<file path="config.mk">
export PLATFORM = sky130hd
export DESIGN_NAME = sample_feeder
export DESIGN_NICKNAME = d
export VERILOG_FILES = /design/src/rtl/sample_feeder.sv
export SDC_FILE = /design/constraint.sdc
export NUM_CORES = 1
export LEC_CHECK = 0
export ABC_AREA = 0
export BUFFER_PORTS_ARGS = -buffer_cell sky130_fd_sc_hd__buf_2
export CAP_MARGIN = 20
export CORE_ASPECT_RATIO = 0.6
export CORE_MARGIN = 1
export CORE_UTILIZATION = 35
export DETAILED_ROUTE_END_ITERATION = 8
export PLACE_DENSITY_LB_ADDON = 0.2
export RECOVER_POWER = 100
export SYNTH_ARGS = -nofsm -noshare
export SYNTH_HDL_FRONTEND = slang
export SYNTH_SLANG_ARGS = --single-unit
</file>
<file path="constraint.sdc">
create_clock -name clk -period 8.5 [get_ports clk]
set_clock_uncertainty 0.1 [all_clocks]
set_input_delay 1.275 -clock clk [delete_from_list [all_inputs] [get_ports clk]]
set_output_delay 1.275 -clock clk [all_outputs]
set_load 0.05 [all_outputs]
</file>
<file path="src/rtl/sample_feeder.sv">
// sample_feeder
//   Reads feature vectors that the PS has placed in the sample BRAM and
//   streams them to the tree engines, one feature per valid/ready beat.
//   Only the fabric-side BRAM read port is driven here.
//
// Ports
//   clk, rst_n       clock, synchronous active-low reset
//   i_buffer_rst     synchronous abort: flush the run and return to idle
//   i_start          one-cycle start pulse (ignored while busy)
//   i_num_samples    samples in the run, captured at start
//   i_num_feat       features per sample, captured at start
//   o_bram_en        BRAM port A read enable
//   o_bram_addr      BRAM port A word address
//   i_bram_dout      BRAM port A read data (low FEAT_WIDTH bits used)
//   o_feat_vld       feature beat valid
//   i_feat_rdy       downstream ready
//   o_feat_val       feature value
//   o_feat_last      beat is the last feature of its sample
//   o_sample_last    beat is the last feature of the last sample
//   o_busy           run in progress
//   o_done           one-cycle pulse when the run completes
module sample_feeder #(
  parameter int unsigned FEAT_WIDTH = 16,
  parameter int unsigned DEPTH_BIT  = 13,
  parameter int unsigned NFEAT_BIT  = 8,
  parameter int unsigned BRAM_LAT   = 2
) (
  input  logic                  clk,
  input  logic                  rst_n,
  input  logic                  i_buffer_rst,
  input  logic                  i_start,
  input  logic [DEPTH_BIT-1:0]  i_num_samples,
  input  logic [NFEAT_BIT-1:0]  i_num_feat,
  output logic                  o_bram_en,
  output logic [DEPTH_BIT-1:0]  o_bram_addr,
  input  logic [31:0]           i_bram_dout,
  output logic                  o_feat_vld,
  input  logic                  i_feat_rdy,
  output logic [FEAT_WIDTH-1:0] o_feat_val,
  output logic                  o_feat_last,
  output logic                  o_sample_last,
  output logic                  o_busy,
  output logic                  o_done
);

  localparam int unsigned TW     = DEPTH_BIT + NFEAT_BIT;
  localparam int unsigned FDEPTH = BRAM_LAT + 2;
  localparam int unsigned PW     = (FDEPTH > 1) ? $clog2(FDEPTH) : 1;
  localparam int unsigned CW     = $clog2(FDEPTH + 1);
  localparam int unsigned OW     = CW + 1;
  localparam int unsigned EW     = FEAT_WIDTH + 2;

  typedef enum logic [1:0] {
    S_IDLE,
    S_FETCH,
    S_DRAIN,
    S_DONE
  } state_e;

  state_e                 state_q, state_d;
  logic [DEPTH_BIT-1:0]   nsamp_q;
  logic [NFEAT_BIT-1:0]   nfeat_q;
  logic [TW-1:0]          total_q;
  logic [TW-1:0]          issued_q;
  logic [DEPTH_BIT-1:0]   addr_q;
  logic [NFEAT_BIT-1:0]   fcnt_q;
  logic [DEPTH_BIT-1:0]   scnt_q;

  // In-flight read tracker with the tags that travel alongside each read.
  logic [BRAM_LAT-1:0]    vsr_q;
  logic [BRAM_LAT-1:0]    flast_pipe_q;
  logic [BRAM_LAT-1:0]    slast_pipe_q;

  logic [EW-1:0]          fifo_mem_q [FDEPTH];
  logic [PW-1:0]          wptr_q, rptr_q;
  logic [CW-1:0]          fcount_q;

  logic [TW-1:0]          total_start;
  logic                   start_take;
  logic [CW-1:0]          inflight;
  logic [OW-1:0]          occ;
  logic                   issue;
  logic                   issue_flast;
  logic                   issue_slast;
  logic                   push;
  logic                   pop;
  logic [EW-1:0]          head;
  logic                   unused_dout;

  assign unused_dout = ^i_bram_dout[31:FEAT_WIDTH];

  function automatic logic [PW-1:0] ptr_inc(input logic [PW-1:0] p);
    return (p == PW'(FDEPTH - 1)) ? '0 : p + 1'b1;
  endfunction

  assign total_start = TW'(i_num_samples) * TW'(i_num_feat);
  assign start_take  = (state_q == S_IDLE) && i_start && !i_buffer_rst;

  always_comb begin
    inflight = '0;
    for (int unsigned i = 0; i < BRAM_LAT; i++) begin
      inflight = inflight + CW'(vsr_q[i]);
    end
  end

  // Credit: everything issued but not yet popped must fit in the FIFO.
  assign occ   = OW'(fcount_q) + OW'(inflight);
  assign issue = (state_q == S_FETCH) && !i_buffer_rst &&
                 (issued_q < total_q) && (occ < OW'(FDEPTH));

  assign issue_flast = (fcnt_q == nfeat_q - 1'b1);
  assign issue_slast = issue_flast && (scnt_q == nsamp_q - 1'b1);

  assign push = vsr_q[BRAM_LAT-1];
  assign head = fifo_mem_q[rptr_q];

  assign o_feat_vld    = (fcount_q != '0);
  assign pop           = o_feat_vld && i_feat_rdy;
  assign o_feat_val    = o_feat_vld ? head[FEAT_WIDTH-1:0] : '0;
  assign o_feat_last   = o_feat_vld && head[FEAT_WIDTH];
  assign o_sample_last = o_feat_vld && head[FEAT_WIDTH+1];
  assign o_bram_en     = issue;
  assign o_bram_addr   = issue ? addr_q : '0;
  assign o_busy        = (state_q == S_FETCH) || (state_q == S_DRAIN);
  assign o_done        = (state_q == S_DONE);

  always_comb begin
    state_d = state_q;
    unique case (state_q)
      S_IDLE: begin
        if (i_start) begin
          state_d = (total_start == '0) ? S_DONE : S_FETCH;
        end
      end
      S_FETCH: begin
        if (issue && (issued_q + TW'(1) == total_q)) begin
          state_d = S_DRAIN;
        end
      end
      S_DRAIN: begin
        // Final beat is the only FIFO entry and nothing is still in flight.
        if ((inflight == '0) && (fcount_q == CW'(1)) && pop) begin
          state_d = S_DONE;
        end
      end
      S_DONE: begin
        state_d = S_IDLE;
      end
      default: state_d = S_IDLE;
    endcase
    if (i_buffer_rst) begin
      state_d = S_IDLE;
    end
  end

  always_ff @(posedge clk) begin
    if (!rst_n) begin
      state_q      <= S_IDLE;
      nsamp_q      <= '0;
      nfeat_q      <= '0;
      total_q      <= '0;
      issued_q     <= '0;
      addr_q       <= '0;
      fcnt_q       <= '0;
      scnt_q       <= '0;
      vsr_q        <= '0;
      flast_pipe_q <= '0;
      slast_pipe_q <= '0;
      wptr_q       <= '0;
      rptr_q       <= '0;
      fcount_q     <= '0;
    end else begin
      state_q <= state_d;

      if (start_take) begin
        nsamp_q  <= i_num_samples;
        nfeat_q  <= i_num_feat;
        total_q  <= total_start;
        issued_q <= '0;
        addr_q   <= '0;
        fcnt_q   <= '0;
        scnt_q   <= '0;
      end else if (issue) begin
        issued_q <= issued_q + 1'b1;
        addr_q   <= addr_q + 1'b1;
        if (issue_flast) begin
          fcnt_q <= '0;
          scnt_q <= scnt_q + 1'b1;
        end else begin
          fcnt_q <= fcnt_q + 1'b1;
        end
      end

      if (i_buffer_rst) begin
        vsr_q <= '0;
      end else begin
        for (int unsigned i = BRAM_LAT - 1; i > 0; i--) begin
          vsr_q[i] <= vsr_q[i-1];
        end
        vsr_q[0] <= issue;
      end
      for (int unsigned i = BRAM_LAT - 1; i > 0; i--) begin
        flast_pipe_q[i] <= flast_pipe_q[i-1];
        slast_pipe_q[i] <= slast_pipe_q[i-1];
      end
      flast_pipe_q[0] <= issue_flast;
      slast_pipe_q[0] <= issue_slast;

      if (i_buffer_rst) begin
        wptr_q   <= '0;
        rptr_q   <= '0;
        fcount_q <= '0;
      end else begin
        if (push) wptr_q <= ptr_inc(wptr_q);
        if (pop)  rptr_q <= ptr_inc(rptr_q);
        if (push && !pop)      fcount_q <= fcount_q + 1'b1;
        else if (!push && pop) fcount_q <= fcount_q - 1'b1;
      end
    end
  end

  // Storage only; validity is carried by the pointers and count above.
  always_ff @(posedge clk) begin
    if (push && rst_n && !i_buffer_rst) begin
      fifo_mem_q[wptr_q] <= {slast_pipe_q[BRAM_LAT-1], flast_pipe_q[BRAM_LAT-1],
                             i_bram_dout[FEAT_WIDTH-1:0]};
    end
  end

endmodule

</file>
==> impl_metrics.py <==
metrics = {
    "status": {
        "status": "complete, but fails checks",
        "violations": "capacitance limit, slew limit",
    },
    "worst_setup_path": {
        "cp-start-kind": "primary input",
        "crit_required_ps": 8770,
        "cp_data_arrival_time_ps": 6950,
        "crit_type": "in2reg",
        "cp_max_fo": 14,
        "end_kind": "register",
    },
    "global_routing": {
        "grt_pass1_vias": 9039,
        "grt_max_degree": 50,
        "track_usage": 0.172,
        "antenna_found_initial": 0,
        "grt-ovfl-total": 0,
        "grt_pass1_wl_mm": 49.3,
    },
    "clock_tree": {
        "cts_htree_levels": 4,
        "path_clk_slew_ps": 80,
        "clock-sinks": 186,
        "cts_resized": 0,
        "clockBufferDepth": 2,
        "clock_latency_ps": 450,
        "postCtsSetupRepairBufs": 0,
        "cts-root-buf": "clkbuf_16",
        "holdBufCountCts": 0,
        "cts_buffers": 17,
        "cts_tree": "done",
    },
    "synthesis": {
        "synth_seq_area_share": 0.349,
        "netlist_top_cells_area": "dfxtp_1 (18%), edfxtp_1 (17%), fa_1 (10%)",
        "syn_area_um2": 12700,
        "synth-edff-count": 72,
        "syn_inst": 1333,
        "synthArstFlopShare": 0,
        "synth_top_cell_by_area": "dfxtp_1",
        "yosysWarnings": 0,
        "synth_flop_cell": "dfxtp_1",
        "syn_nets": 1543,
        "yosysTopAreaCellShare": 0.179,
        "ys_types": 63,
        "synth_area_per_cell_um2": 9.55,
        "synth-seq-cells": 186,
    },
    "detailed_routing": {
        "drc_errors": 0,
        "wl_per_cell_um": 16.3,
        "num_vias": 9166,
        "drtIter0Drc": 474,
        "ant_nets": 0,
        "via_per_inst": 4.94,
        "routed_wl_mm": 30.2,
        "first_pass_iters": 5,
    },
    "final_layout": {
        "final_cells": 1856,
        "fin_nets": 1585,
        "final_util": 0.396,
        "area_delta_synth_final_pct": 10.1,
        "drive_gt1_frac": 0.0591,
    },
    "pwr": {
        "p_total_uw": 2810,
        "power_density_nw_per_um2": 201,
        "vdd.ir_drop.worst_mv": 0.147,
        "cellLeakagePower_uw": 0.00549,
    },
    "place": {
        "gp_congestion": 0.817,
        "dp_hpwl_mm": 23.0,
        "io_buffers": 76,
        "dp.cells": 1823,
    },
    "floorplan": {
        "die_w_um": 248,
        "chipHeight_um": 150,
        "initial_core_util": 0.359,
        "ios": 93,
        "core_um2": 35400,
        "die_area_um2": 37100,
        "rows": 53,
    },
    "timing": {
        "fin_tns_setup_ps": 0,
        "fmax_mhz": 150,
        "hold_violations": 0,
        "setup_viol": 0,
        "worst_pin_slew_ps": 2260,
        "rsz0062_at_grt": "no",
        "fin_crit_sh": 0.786,
        "slew_headroom": -0.505,
        "fin_crit_ps": 6680,
        "drv_slew": 98,
    },
    "min_path": {
        "hp-class": "reg2reg",
    },
    "run": {
        "drv_cap": 2,
    },
}
## final cells by class
class                   count  area, um2
well taps                 467        584
diodes                      1       2.50
inverters                 125        469
flip-flops and latches    186       4440
clock buffers              19        433
repair buffers             81        342
clock inverters            13        148
fillers                  3598      21400
multi-input cells         964       7590
## worst paths after layout
kind | startpoint | endpoint | slack, ps | cells past startpoint
worst max-delay path | i_num_feat[7] | state_q[1] | 1820 | 19
worst min-delay path | flast_pipe_q[0] | flast_pipe_q[1] | 340 | 1
worst max register to register | vsr_q[1] | fcnt_q[1] | 3290 | 11
worst min register to register | flast_pipe_q[0] | flast_pipe_q[1] | 340 | 1
## logic make-up after synthesis
kind of cell | after synthesis | synth area share
DFF | 186 | 0.349
buffers and inverters | 183 | 0.0544
AOI/OAI and AO/OA | 153 | 0.0801
and+or+nand+nor | 514 | 0.207
xor gates and xnor gates | 113 | 0.0778
adders and majority gates | 152 | 0.188
muxes | 32 | 0.0429
## flip-flops by register name, indices dropped and copies added, names as in the netlist, 3 cells and up, named ones only
register / flops
fcount_q: 3
nsamp_q: 13
addr_q: 13
total_q: 21
scnt_q: 13
fifo_mem_q: 72
fcnt_q: 8
issued_q: 21
nfeat_q: 8
## placed cells by master, fill, tap and decap left out, types with 4 or more instances in the layout
master	instances
edfxtp_1	72
ha_1	86
mux2i_1	14
xor2_1	47
and2_1	107
clkbuf_16	17
nand3b_1	5
xnor2_1	66
nand3_1	23
inv_8	6
dfxtp_1	114
clkbuf_1	59
a211oi_1	4
and2_0	9
a21oi_1	37
o2111ai_1	4
o211ai_1	4
nand2b_1	6
and4_1	10
a21o_1	5
nor3_1	25
o21a_1	10
nor4_1	10
buf_2	21
nor2_1	96
inv_1	125
nand4_1	25
o31ai_1	4
o21ai_0	29
nand2_1	143
nor2b_1	10
a21boi_0	30
fa_1	66
and3_1	20
mux4_2	18
or3_1	9
## metrics by stage
step | setup slack, ps | instance area, um2 | hold WS, ps
finish | 1820 | 14000 | 336
global route | 1460 | 14000 | 366
CTS | 2130 | 14100 | 338
detailed placement | 1650 | 13500 | 320
global placement | 1690 | 13500 | 320
floorplan | 2210 | 12700 | 312
## Yosys cell counts, types with 28 or more instances
cell	n
edfxtp_1	72
nor2_1	96
dfxtp_1	114
a21oi_1	37
and2_1	116
ha_1	86
xor2_1	47
clkbuf_1	52
o21ai_0	28
nand2_1	143
inv_1	124
a21boi_0	30
xnor2_1	66
fa_1	66
## where the power goes
group / internal (uW) / switching [uW]
logic: 425 / 610
registers: 953 / 30.3
clock network: 418 / 379
## routing by layer
metal / track usage / part of all wire / up-vias
li1: - / - / 4558
met1: 0.257 / 0.53 / 4488
met2: 0.253 / 0.42 / 110
met3: 0.0438 / 0.045 / 10
met4: 0.0256 / 0.0050 / 0
met5: 0 / 0 / -
## worst max-delay path, stage by stage
cell and delay (ps):
clkbuf_1 520, nand2_1 170, fa_1 540, fa_1 540, inv_1 50, fa_1 530
inv_1 60, fa_1 530, inv_1 40, ha_1 380, and4_1 210, o21a_1 140
o31a_1 250, or3_1 340, a2111oi_2 380, o2111ai_1 170, or4_1 460, nand4bb_1 240
o21ai_0 100
Note: power is estimated with default switching activity, not from simulation.
